$ cat config.mk
export PLATFORM = sky130hd
export DESIGN_NAME = operand_stack
export DESIGN_NICKNAME = d
export VERILOG_FILES = /design/src/rtl/operand_stack.sv
export SDC_FILE = /design/constraint.sdc
export NUM_CORES = 1
export LEC_CHECK = 0
export ABC_AREA = 1
export CORE_ASPECT_RATIO = 1.2
export CORE_MARGIN = 8
export CORE_UTILIZATION = 60
export DETAILED_ROUTE_END_ITERATION = 8
export PLACE_DENSITY_LB_ADDON = 0.05
export SYNTH_ARGS = -nofsm -noshare
export SYNTH_HDL_FRONTEND = slang
export SYNTH_SLANG_ARGS = --single-unit
$ cat constraint.sdc
create_clock -name clk -period 4.67 [get_ports clk]
set_input_delay 0.467 -clock clk [delete_from_list [all_inputs] [get_ports clk]]
set_output_delay 0.467 -clock clk [all_outputs]
set_load 0.01 [all_outputs]
$ cat src/rtl/operand_stack.sv
// rtl/operand_stack.sv - parametrised LIFO operand stack with sticky misuse flag
//
// Holds up to DEPTH operands of BITS width. Supports push, pop, replace-top
// (push+pop), swap and clear. The top two entries are exposed continuously.
//
// Ports:
//   clk    in   system clock, rising edge
//   reset  in   synchronous active-high reset
//   d      in   operand to push or write into the top entry
//   push   in   push d
//   pop    in   discard top entry
//   swap   in   exchange top and next entries
//   clear  in   empty the stack and clear err
//   top    out  top entry, 0 when count == 0
//   next   out  second entry, 0 when count < 2
//   count  out  number of valid entries
//   empty  out  count == 0
//   full   out  count == DEPTH
//   err    out  sticky error flag (overflow, underflow, bad swap, bad combo)
module operand_stack #(
    parameter int  BITS  = 8,
    parameter int  DEPTH = 8,
    localparam int CNT_W = $clog2(DEPTH + 1)
) (
    input  logic             clk,
    input  logic             reset,
    input  logic [BITS-1:0]  d,
    input  logic             push,
    input  logic             pop,
    input  logic             swap,
    input  logic             clear,
    output logic [BITS-1:0]  top,
    output logic [BITS-1:0]  next,
    output logic [CNT_W-1:0] count,
    output logic             empty,
    output logic             full,
    output logic             err
);
    localparam int IDX_W = (DEPTH > 1) ? $clog2(DEPTH) : 1;

    logic [BITS-1:0]  mem_q [DEPTH];
    logic [CNT_W-1:0] cnt_q, cnt_d;
    logic             err_q, err_d;

    // Storage write controls, computed combinationally and applied in the
    // storage process so the array itself carries no reset.
    logic             wr_en;
    logic [IDX_W-1:0] wr_idx;
    logic             sw_en;

    logic [IDX_W-1:0] top_idx;
    logic [IDX_W-1:0] nxt_idx;
    logic             has_one;
    logic             has_two;
    logic             is_full;

    assign top_idx = IDX_W'(cnt_q - CNT_W'(1));
    assign nxt_idx = IDX_W'(cnt_q - CNT_W'(2));
    assign has_one = (cnt_q != '0);
    assign has_two = (cnt_q > CNT_W'(1));
    assign is_full = (cnt_q == CNT_W'(DEPTH));

    always_comb begin
        cnt_d  = cnt_q;
        err_d  = err_q;
        wr_en  = 1'b0;
        wr_idx = top_idx;
        sw_en  = 1'b0;
        if (reset || clear) begin
            cnt_d = '0;
            err_d = 1'b0;
        end else begin
            unique case ({push, pop, swap})
                3'b000: ;
                3'b100: begin
                    if (is_full) begin
                        err_d = 1'b1;
                    end else begin
                        wr_en  = 1'b1;
                        wr_idx = IDX_W'(cnt_q);
                        cnt_d  = cnt_q + CNT_W'(1);
                    end
                end
                3'b010: begin
                    if (has_one) cnt_d = cnt_q - CNT_W'(1);
                    else         err_d = 1'b1;
                end
                3'b110: begin
                    // Replace-top; on an empty stack it degrades to a plain push.
                    wr_en = 1'b1;
                    if (!has_one) begin
                        wr_idx = '0;
                        cnt_d  = CNT_W'(1);
                    end
                end
                3'b001: begin
                    if (has_two) sw_en = 1'b1;
                    else         err_d = 1'b1;
                end
                default: err_d = 1'b1;  // swap combined with push and/or pop
            endcase
        end
    end

    always_ff @(posedge clk) begin
        if (reset) begin
            cnt_q <= '0;
            err_q <= 1'b0;
        end else begin
            cnt_q <= cnt_d;
            err_q <= err_d;
        end
    end

    always_ff @(posedge clk) begin
        if (wr_en) begin
            mem_q[wr_idx] <= d;
        end
        if (sw_en) begin
            mem_q[top_idx] <= mem_q[nxt_idx];
            mem_q[nxt_idx] <= mem_q[top_idx];
        end
    end

    assign top   = has_one ? mem_q[top_idx] : '0;
    assign next  = has_two ? mem_q[nxt_idx] : '0;
    assign count = cnt_q;
    assign empty = !has_one;
    assign full  = is_full;
    assign err   = err_q;
endmodule

* After elaboration in Yosys (flattened, before gate mapping)
Memories as Yosys holds them, arrays and structs flattened.
Cells that the tools add are included.
** Storage, ports and cells
- Flip-flop bits (word level) :: 5
- Word-level logic and storage cells :: 56
- ROM bits :: 0
- Bits in writable memories :: 64
- Input port bits :: 14
- Latch bits :: 0
- Memories :: 1
** Memories
- mem_q :: depth 8, bits a word 8, read ports 2, clocked after Yosys merged registers in 0, write ports 2, line 41 : logic [BITS-1:0] mem_q [DEPTH];
** Operators by class
- Shift-type cells :: 0
- Add/sub/neg operators :: 3
- Div/mod/pow operators :: 0
- Equality and inequality tests :: 11
- Multipliers :: 0
- Magnitude comparators :: 1
- Reduce and logical (&&, ||, !) cells :: 10
- Muxes and demuxes :: 27
- Bitwise gates (word level) :: 1
** Operator list (count)
- 8-bit two-way mux :: 3
- 1-bit two-way mux :: 13
- 3-bit two-way mux :: 4
- 4-bit two-way mux :: 3
- 2-bit inequality test (second input constant) :: 6
- 4-bit case mux with 3 select lines :: 1
- 4-bit AND reduction :: 2
- 8-bit OR reduction :: 1
- 3-bit == test (second input constant) :: 2
- 3-bit case mux with 2 select lines :: 1
- 4-bit by 1-bit adder with 4-bit output (second input constant) :: 1
- 4-bit == test (second input constant) :: 1
- 4-bit by 1-bit > comparator with 1-bit output (second input constant) :: 1
- 1-bit case mux with 4 select lines :: 1
- 4-bit nonzero test :: 1
- 2-bit OR reduction :: 2
- 4-bit by 1-bit subtractor with 4-bit output (second input constant) :: 1
- 3-bit by 1-bit == test with 1-bit output (second input constant) :: 1
- 3-bit by 2-bit == test with 1-bit output (second input constant) :: 1
- 3-bit zero test :: 1
- 3-bit nonzero test :: 1
- 3-bit by 2-bit subtractor with 3-bit output (second input constant) :: 1
- 1-bit case mux with 2 select lines :: 1
- 1-bit zero test :: 1
- other kinds (2) :: 2

* Depth between registers and ports, before layout
Gate-level depths: netlist of the first run.
- Depth in word-level cells :: 8
- Gate-level depth with buffers :: 15

* Least setup slack after synthesis of the first run
No wires, ideal clock.
- Path kind :: flip-flop to flip-flop
- Start :: register cnt_q[0], in the netlist count[0]
- End :: memory mem_q[6][0], enable pin
- Library setup time :: 374 ps
- Setup slack :: 1927 ps
- Arrival :: 2369 ps
- Path buffers :: 3
- Stages on the path, launching flop included :: 14
- Cells stage by stage :: dfxtp_1 buf_2 inv_2 buf_2 buf_2 ha_1 nand2_1 nor2_1 nand2_1 nand3_1 nand2_1 nand2_1 nand2_1 o21ai_1
** RTL lines
- from (decl) :: line 42 : logic [CNT_W-1:0] cnt_q, cnt_d;
- from (signal assigned) :: line 110 : cnt_q <= cnt_d;
- to (decl) :: line 41

* Final worst setup path of the first run
- Start :: register cnt_q[1], in the netlist count[1]
- End :: output port top[0]
** On the way
- Longest elaborated chain between the ends :: 3
- Elaborated cells between the ends (all ways) :: 4
- Those cells by class :: add/sub (1); mux (1); reduce/logical (1); memory (1)
** RTL lines
- 4-bit by 1-bit subtractor with 4-bit output
- memory read 8 x 8 bit
- 8-bit two-way mux * :: line 125 : assign top = has_one ? mem_q[top_idx] : '0;
- to (decl) :: line 32 : output logic [BITS-1:0] top,
Mark *: on every way between the ends. The rest lies on a longest branch, timed or not.

==> key figures, run 1 <==
Run status
  – Outcome: completed

Logic synthesis
  – Post-synth net total: just over 700
  – Synth area leader: edfxtp_1
  – Synthesized area: roughly 0.0049 mm²
  – Post-synthesis sequential area ratio: 0.412
  – Synth top area share: 0.391
  – FF+latch count, synth: between 60 and 70
  – Unique masters post-synth: 31
  – Synth Warn #: 0
  – Syn Area/Cell: approximately 7.2 µm²
  – Area contributors post-synth: edfxtp_1 39%, nand2_1 17%, nand3_1 11%
  – Mapped Cells: approximately 690

Placement
  – IO Port Bufs: 36
  – Routability cong.: between 0.9 and 1
  – Hpwl dp: 11.5 mm

Critical path
  – Worst setup EP type: primary output
  – Critical path cell sequence: buf_4, clkinv_1, ha_1, o211ai_1, nand3_1, nand2_1, nor2_1, clkdlybuf4s50_1
  – Setup CP Type: reg -> out
  – Reg2reg path depth: 9
  – Worst setup path start: count[1]$_SDFFE_PP0P_
  – Critical path data arrival time: 3.40 ns
  – Worst EP required: about 4.2 ns
  – Crit path largest cell delay: 1.04 ns
  – Reg2Reg Launch Point: count[1]$_SDFFE_PP0P_
  – Critical-path top delay cell: ha_1
  – Critical Path Fanout Max: 34
  – Crit path launch type: register

Timing
  – Worst Tran Pin Value: between 1 and 1.5 ns
  – Sum Neg Setup Slack: 0 ns
  – Tcrit/Tclk final: 0.828
  – RSZ-0062 raised after global routing: false
  – Tmin final: ~3.9 ns
  – Fmax: between 0.2 and 0.3 GHz
  – Max Slew Vio Count: 0
  – Smallest hold slack: about 0.46 ns
  – Final Hold Viols: 0
  – Worst slew margin: 0.261
  – Setup Skew: around 0.013 ns
  – Setup violations, final: 0

Detailed routing
  – DRT antenna net count: 0
  – DR iter-0 viols: 611
  – Post-Route WL: between 15 and 20 mm
  – Via Count: slightly above 5,000
  – First-pass DRT Iterations: 6
  – DR vias/cell: 6.30
  – Routed WL per cell: 19.4 µm
  – Residual DRC: 0

Global route
  – Pin count of the biggest net entering global routing: 74
  – Gr ovfl total: 0
  – Initial antenna violation count: 0
  – Global Route Usage Sum: 0.281
  – First-pass GRT wire length: 24.5 mm
  – Number of global-route vias before repair: about 4,500

Clock tree
  – CTS H-tree lvls: 3
  – Cts bufs inserted: 9
  – Setup Fix Bufs, Post-CTS: 0
  – CTS tree: done
  – PostCTS Resize Cnt: 0
  – Hold-fix buffers, CTS: 0
  – Clk slew on worst S/H paths: 0.09 ns
  – Clock root cell: clkbuf_8
  – Clk_lat worst skew: approximately 0.38 ns
  – CTS Sinks: slightly below 70
  – CTS max path bufs: 2

Floorplanning
  – Height of the die: between 100 and 150 µm
  – Die area: about 0.011 mm²
  – Row count: 36
  – Placeable core area: ~0.008 mm²
  – Initial Util: 0.613
  – Chip width: 98.6 µm
  – I/O Pins: 37

Layout
  – Share of cells above drive strength 1: 0.0890
  – Antenna Cells: 0
  – Nets: just over 700
  – P&R area growth vs syn: 11.0%

Power
  – Switching Power: about 0.47 mW
  – Clock power frac: 0.340
  – Pwr Total: around 1.5 mW
  – Internal power: 1.04 mW
  – Comb pwr share: 0.207
  – Pwr dens: between 200 and 300 mW/mm²
  – Seq pwr share: 0.454
  – Lkg Pwr: around 2.4 nW
  – Maximum vdd drop: 216 µV
  – Sw Ratio: 0.314

Min path
  – Min-Delay Path Class: reg -> reg
  – Hold Path Depth: 2
  – Hold path start: err$_SDFFE_PP0P_

Job
  – Max_cap viols: 0
[sequential cells by signal (all words and copies together) (netlist names)]
| name | cells |
|---|---|
| err | 1 |
| mem_q | 64 |
| count | 4 |
[synthesized netlist by cell type, drive strengths merged]
| library cell | number |
|---|---|
| a21boi | 1 |
| a21oi | 45 |
| buf | 20 |
| clkbuf | 13 |
| clkinv | 2 |
| dfxtp | 5 |
| edfxtp | 64 |
| ha | 9 |
| inv | 67 |
| nand2 | 229 |
| nand3 | 105 |
| nand4 | 1 |
| nor2 | 39 |
| nor3 | 2 |
| o211ai | 24 |
| o21ai | 48 |
| or2 | 9 |
| xnor2 | 2 |
[power groups by stage]
stage / Combinational (mW) / Clock [mW] / Sequential [mW]
floorplan: 0.195 / 0 / 0.699
global placement: 0.298 / 0 / 0.699
detailed placement: 0.303 / 0 / 0.700
CTS: 0.305 / 0.502 / 0.686
global route: 0.340 / 0.528 / 0.686
finish: 0.312 / 0.513 / 0.685
[layout by cell type (no fill, tap or decap)]
master,count
o21ai_2,1
nand3_1,104
nor2_4,3
nor3_2,1
clkbuf_8,9
bufinv_16,1
clkinv_1,2
edfxtp_1,64
buf_4,4
a21boi_0,1
xnor2_1,1
clkinvlp_4,2
or2_1,2
nor2_2,1
inv_2,19
clkinv_2,1
o211ai_1,24
xnor2_2,1
nand3_4,1
or2_2,7
ha_1,9
inv_1,48
nor3_1,1
nand2_1,221
dfxtp_2,1
nand2_2,8
o21ai_0,45
clkdlybuf4s50_1,36
dfxtp_1,4
nand4_1,1
a21oi_1,45
o21ai_1,2
clkinv_4,3
nor2_1,35
[worst paths after layout]
path,end,slack (ns)
setup / recovery,top[0],0.80
hold / removal,err$_SDFFE_PP0P_,0.46
setup reg to reg,mem_q[4][6]$_DFFE_PP_,1.32
hold reg to reg,err$_SDFFE_PP0P_,0.46
[metrics by stage]
stage,worst slack (ns),area [µm²],std cells,util
floorplan,1.93,4910,685,-
global placement,1.32,5250,787,0.655
detailed placement,1.26,5250,787,0.655
CTS,0.860,5450,803,0.680
global route,0.649,5450,803,0.680
finish,0.803,5450,803,0.680
[layer usage]
metal | vias to the layer above | GRT usage | wire length, µm
li1 | 2325 | - | -
met1 | 2281 | 0.356 | 5810
met2 | 418 | 0.451 | 7220
met3 | 37 | 0.0769 | 2050
met4 | 0 | 0.101 | 462
met5 | - | 0 | 0
[kinds of logic (layout without fill, tap and decap cells)]
logic type | after synthesis | after routing | share of synthesized area
compound gates | 118 | 118 | 0.134
xor+xnor | 2 | 2 | 0.00510
fa+ha+maj | 9 | 9 | 0.0229
buf+inv | 102 | 125 | 0.0871
flops | 69 | 69 | 0.412
simple gates | 385 | 385 | 0.339
[layout make-up]
class                      count  area, µm²
timing repair buffer          40        390
fill                         708       2560
tap                           95        119
inverter                      69        259
clock inverter                 7       76.3
multi-input combinational    514       2460
sequential                    69       2020
clock buffer                   9        124
[critical path, delay by kind of cell, from the launching register on]
family,cells,cell delay [ns]
AOI/OAI and AO/OA,1,0.24
adders and majority gates,1,1.04
buffers and inverters,3,1.01
DFF,1,0.32
and+or+nand+nor,3,0.39
Note: power is estimated with default switching activity, not from simulation.
==> inputs of run 2 (changes only) <==
==> constraint.sdc (replaced) <==
create_clock -name clk -period 3.7 [get_ports clk]
set_input_delay 0.37 -clock clk [delete_from_list [all_inputs] [get_ports clk]]
set_output_delay 0.37 -clock clk [all_outputs]
set_load 0.01 [all_outputs]
==> run 2 against run 1 <==
Worst setup slack got worse by 0.40 ns. Critical path depth decreased by 1. Die area unchanged. Sequential share of layout area decreased by 0.14 points. Non-clock buffer count increased by 4. Sequential cell count unchanged. Global-route usage increased by 2.9 points. Total power increased by 26%. Utilization increased by 0.27 points.
==> key figures, run 2 (same netlist as run 1, synthesis figures left out) <==
Min path
  – Min-Delay Path Class: reg -> reg

Clock tree
  – Clk slew on worst S/H paths: 0.08 ns (about the same)
  – Setup Fix Bufs, Post-CTS: 0 (unchanged)
  – Hold-fix buffers, CTS: 0 (unchanged)
  – CTS H-tree lvls: 3 (unchanged)
  – Cts bufs inserted: 9 (unchanged)
  – CTS Sinks: 69 (unchanged)
  – PostCTS Resize Cnt: 0 (unchanged)
  – Clk_lat worst skew: 0.37 ns (about the same)
  – CTS tree: done
  – Clock root cell: clkbuf_8
  – CTS max path bufs: 2 (unchanged)

Layout
  – Largest Register: mem_q
  – Antenna Cells: 0 (unchanged)
  – Share of cells above drive strength 1: 0.0927 (+0.00371)
  – Fill cells: 716 (+1.1%)
  – Final Core Density: 0.683 (+0.00265)
  – Nets: 730 (+0.55%)
  – Most frequent cells in the layout: 221 x nand2_1, 104 x nand3_1, 64 x edfxtp_1
  – P&R area growth vs syn: 11.5%
  – Commonest non-fill, non-tap cell in the layout: nand2_1
  – Flip-flop count of the largest register after layout: 64 (unchanged)

Timing
  – Setup Skew: 0.00810 ns (-0.00452 ns)
  – Tmin final: between 3 and 4 ns
  – Setup violations, final: 0 (unchanged)
  – Max Slew Vio Count: 0 (unchanged)
  – Tcrit/Tclk final: 0.890
  – Sum Neg Setup Slack: 0 ns (unchanged)
  – Final Hold Viols: 0 (unchanged)
  – Worst Tran Pin Value: 0.706 ns (-0.402 ns)
  – RSZ-0062 raised after global routing: false
  – Fmax: roughly 0.30 GHz
  – Worst slew margin: 0.529 (+0.268)

Global route
  – Pin count of the biggest net entering global routing: 74 (unchanged)
  – Number of global-route vias before repair: 4,747 (+4.4%)
  – Initial antenna violation count: 0 (unchanged)
  – Gr ovfl total: 0 (unchanged)
  – Global Route Usage Sum: 0.311 (+0.0295)
  – First-pass GRT wire length: 26.3 mm (+7.1%)

Floorplanning
  – Initial Util: 0.613 (unchanged)
  – Row count: 36 (unchanged)
  – Height of the die: 115 µm (unchanged)
  – I/O Pins: 37 (unchanged)
  – Chip width: 98.6 µm (unchanged)
  – Die area: 0.0113 mm² (unchanged)
  – Placeable core area: 0.00802 mm² (unchanged)

Job
  – Max_cap viols: 0 (unchanged)

Critical path
  – Worst EP required: 3.33 ns (-0.87 ns)
  – Setup CP Type: reg -> out
  – Critical Path Fanout Max: 9 (-74%)
  – Critical path data arrival time: 2.92 ns (-0.48 ns)
  – Crit path launch type: register
  – Worst setup EP type: primary output
  – R2R Setup Slk: 0.88 ns (-0.44 ns)

Placement
  – Hpwl dp: 12.3 mm (+7.6%)
  – IO Port Bufs: 36 (unchanged)
  – Routability cong.: 1.01 (+5.4%)

Detailed routing
  – Via Count: 5,084 (+0.45%)
  – Post-Route WL: 17.3 mm (+11%)
  – Residual DRC: 0 (unchanged)
  – Routed WL per cell: 21.5 µm (+11%)
  – DR vias/cell: 6.30 (about the same)
  – DR iter-0 viols: 804 (+32%)
  – DRT antenna net count: 0 (unchanged)
  – First-pass DRT Iterations: 6 (unchanged)

Power
  – Lkg Pwr: 2.37 nW (+0.78%)
  – Pwr dens: 348 mW/mm² (+26%)
  – Maximum vdd drop: 299 µV (+38%)

Run status
  – Outcome: completed
-- run 2: changes by cell type in the layout (fill, tap and decap cells not counted), sizes merged --
cell and delta:
clkbuf +1, clkinv -1, buf +4
-- run 2: final cells by class --
class,instances,area (µm²),area share
inverter,69,259,0.0473
clock buffer,10,128,0.0233
tap,95,119,0.0217
sequential,69,2020,0.370
timing repair buffer,44,420,0.0768
clock inverter,6,63.8,0.0117
multi-input combinational,514,2460,0.450
-- run 2: metal layers --
layer | global-route usage | vias up | share of wire
met2 | 0.517 | 366 | 0.48
met5 | 0 | - | 0
met3 | 0.0945 | 57 | 0.13
met1 | 0.347 | 2331 | 0.35
li1 | - | 2330 | -
met4 | 0.181 | 0 | 0.045
-- run 2: final timing paths --
kind                                       startpoint               endpoint  cells after the start
worst max-delay path            count[2]$_SDFFE_PP0P_                next[4]                      7
worst max register to register  count[1]$_SDFFE_PP0P_  mem_q[4][7]$_DFFE_PP_                     10
worst min register to register       err$_SDFFE_PP0P_       err$_SDFFE_PP0P_                      2
worst min-delay path                 err$_SDFFE_PP0P_       err$_SDFFE_PP0P_                      2
-- run 2: worst max-delay path: stages, from the launching register on --
cell and delay [ns]:
dfxtp_1 0.61, inv_1 0.22, ha_1 0.52, inv_1 0.25, nand3_1 0.14, nand2_1 0.11, nor2_1 0.12, clkdlybuf4s50_1 0.57
-- run 2: stage by stage --
| stage | power [mW] | instance area (µm²) | setup slack [ns] | hold slack [ns] | instances |
|---|---|---|---|---|---|
| floorplan | 1.13 | 4910 | 0.957 | 0.470 | 685 |
| global placement | 1.28 | 5280 | 0.905 | 0.443 | 791 |
| detailed placement | 1.28 | 5280 | 0.883 | 0.456 | 791 |
| CTS | 1.89 | 5470 | 0.478 | 0.467 | 807 |
| global route | 1.96 | 5470 | 0.294 | 0.479 | 807 |
| finish | 1.90 | 5470 | 0.407 | 0.457 | 807 |
-- run 2: report_power, final --
part	leakage, nW	switching (mW)	total [mW]	internal (mW)
combinational	1.66	0.277	0.413	0.136
clock	0.0923	0.316	0.626	0.310
sequential	0.617	0.00530	0.865	0.860
==> variant: new RTL, flow settings as in run 2 <==
Put one more register stage on the output `err`, cleared by the reset. The value now appears one clock later. The other outputs are not delayed to match.
--- a/src/rtl/operand_stack.sv
+++ b/src/rtl/operand_stack.sv
@@ -127,6 +127,12 @@
     assign count = cnt_q;
     assign empty = !has_one;
     assign full  = is_full;
-    assign err   = err_q;
+    always_ff @(posedge clk) begin
+        if (reset) begin
+            err <= '0;
+        end else begin
+            err <= err_q;
+        end
+    end
 endmodule
 
Formal check against the unedited RTL: not equivalent (a bounded check fails within 4 cycles, from zero or initial values and one cycle with reset high).
==> variant against run 2 <==
- non-clock buffer count down 1
- register-to-register slack better by 0.07 ns
- area after synthesis up 0.48%
- sequential cell count up 1
- setup slack worse by 0.028 ns
- cell area up 1.1%
- clock power up 13%
- combinational power down 1%
- total power up 4.5%
- critical endpoint is now next[7]
- wire length about the same
==> variant: results (changes against run 2) <==
- Gr usage total: 31.61% (was 31.07%)
- DRC errors left: 0 (unchanged)
- Setup Buffers After CTS: 0 (unchanged)
- Initial antenna violation count: 0 (unchanged)
- DP HPWL: 12,160 um (was 12,340 um)
- RD Place Congestion: 1.019 (was 1.013)
- Sequential share of the synthesized area: 41.38% (was 41.17%)
- Worst EP arrival: 2.95 ns (was 2.92 ns)
- Largest register FFs: 64 (unchanged)
- # fillers: 708 (was 716)
- Global Route met2 Usage: 49.19% (was 51.75%)
- CTS resizes: 0 (unchanged)
- CP Max Fanout: 9 (unchanged)
- Hold_sp: err_q (was err)
- Fin. Hold Viols: 0 (unchanged)
- Async S/R FF share, synth: 0% (unchanged)
- Vias in the first global route: 4,768 (was 4,747)
- Fin nets: 731 (was 730)
- Most common flop cell mapped by yosys: edfxtp_1 (unchanged)
- Met1 Use GR: 36.34% (was 34.71%)
- Cell family with most CP delay: buffers and inverters (unchanged)
- Syn_nets: 710 (was 708)
- Peak supply drop: 280.4 uV (was 298.9 uV)
- Port bufs: 36 (unchanged)
- Yosys cell types: 31 (unchanged)
- CTS root buf: clkbuf_8 (unchanged)
- First-pass GRT wire length: 26,740 um (was 26,280 um)
- Initial DRC Count: 698 (was 804)
- Syn. warnings: 0 (unchanged)
- Post-synth EDFFs: 64 (unchanged)
- CTS H-tree depth: 3 (unchanged)
- Top cells by count, synth: nand2_1, nand3_1, edfxtp_1 (unchanged)
- TritonRoute pass-1 iters: 5 (was 6)
- Slowest stage delay, CP: 0.59 ns (was 0.61 ns)
- Worst-Skew Late Latency: 0.37 ns (about the same)
- Internal power: 1389 uW (was 1306 uW)
- Reg2reg setup slack: 0.95 ns (was 0.88 ns)
- Outcome: completed (unchanged)
- Worst-path clk slew: 0.08 ns (about the same)
- Clk buf depth: 2 (unchanged)
- Hold Path Cell Cnt: 2 (unchanged)
- Via count: 5,086 (was 5,084)
- Worst R2R End: mem_q[7][4] (was mem_q[4][7])
- Largest net degree at the start of global routing: 74 (unchanged)
- Leak pwr: 0.002394 uW (was 0.002371 uW)
- Largest cells by area after synthesis: edfxtp_1, nand2_1, nand3_1 (unchanged)
- Pin slew with the least headroom to its limit: 0.7079 ns (was 0.7058 ns)
- Num CTS Buffers: 9 (unchanged)
- GRT met3 Usage: 11.87% (was 9.449%)
- N_diodes: 0 (unchanged)
- Worst R2R Start: count[2] (was count[1])
- Fraction of layout cells with a size suffix above 1: 9.116% (was 9.270%)
- Hold EP: err (unchanged)
- Biggest register: mem_q (unchanged)
- Hold Crit Class: flip-flop to flip-flop (unchanged)
- Clock Skew: 0.004975 ns (was 0.008101 ns)
- Worst R2R Path Depth: 8 (was 10)
- DRT Wirelength: 17,330 um (about the same)
## variant: changes by cell type after synthesis
| cell | run 2 | this run |
|---|---|---|
| nor2_1 | 35 | 36 |
| dfxtp_1 | 5 | 6 |
## variant: per-stage QoR
stage / total power, uW / instances / hold WS (ns) / worst slack (ns) / area [um^2]
floorplan: 1141 / 687 / 0.4098 / 0.9573 / 4935
global placement: 1283 / 792 / 0.4211 / 0.8641 / 5311
detailed placement: 1290 / 792 / 0.4267 / 0.8626 / 5311
CTS: 1982 / 808 / 0.4387 / 0.4462 / 5533
global route: 2053 / 808 / 0.4828 / 0.2675 / 5533
finish: 1991 / 808 / 0.4365 / 0.3783 / 5533
## variant: power groups by stage
stage	clock network (uW)	logic, uW	registers [uW]
after detailed placement	0	396	894
after global routing	738	438	877
after global placement	0	389	894
after CTS	709	397	876
final	707	408	876
after floorplan	0	247	894
## variant: cell families after synthesis
| group | Yosys count | synth area share [%] |
|---|---|---|
| compound gates | 118 | 13.31 |
| flops | 70 | 41.38 |
| xor+xnor | 2 | 0.5072 |
| simple gates | 386 | 33.85 |
| buf+inv | 102 | 8.671 |
| fa+ha+maj | 9 | 2.282 |
## variant: worst max-delay path by stage
stage                        start          end  depth (start not counted)
after global placement    count[2]      next[5]                          7
after global routing      count[2]      next[7]                          7
final                     count[2]      next[7]                          7
after floorplan           count[0]  mem_q[6][0]                         13
after detailed placement  count[2]      next[7]                          7
after CTS                 count[2]      next[7]                          7
## variant: worst min-delay path, cell delays in order (launching register included)
cell	delay (ns)
dfxtp_1	0.30
inv_1	0.06
nor2_1	0.04
## variant: area by class of cell
class	count	area (um^2)	share of cell area, %
Clock buffer	9	123.9	2.239
Inverter	69	259.0	4.681
Tap cell	95	118.9	2.148
Sequential cell	70	2043	36.93
Timing Repair Buffer	43	425.4	7.689
Multi-Input combinational cell	515	2465	44.55
Clock inverter	7	97.59	1.764
## variant: metal layers
metal / up-vias / wire length [um] / share of wire (%)
met2: 368 / 7904 / 46
li1: 2336 / - / -
met1: 2291 / 6133 / 35
met4: 0 / 1085 / 6.3
met3: 91 / 2206 / 13
met5: - / 0 / 0
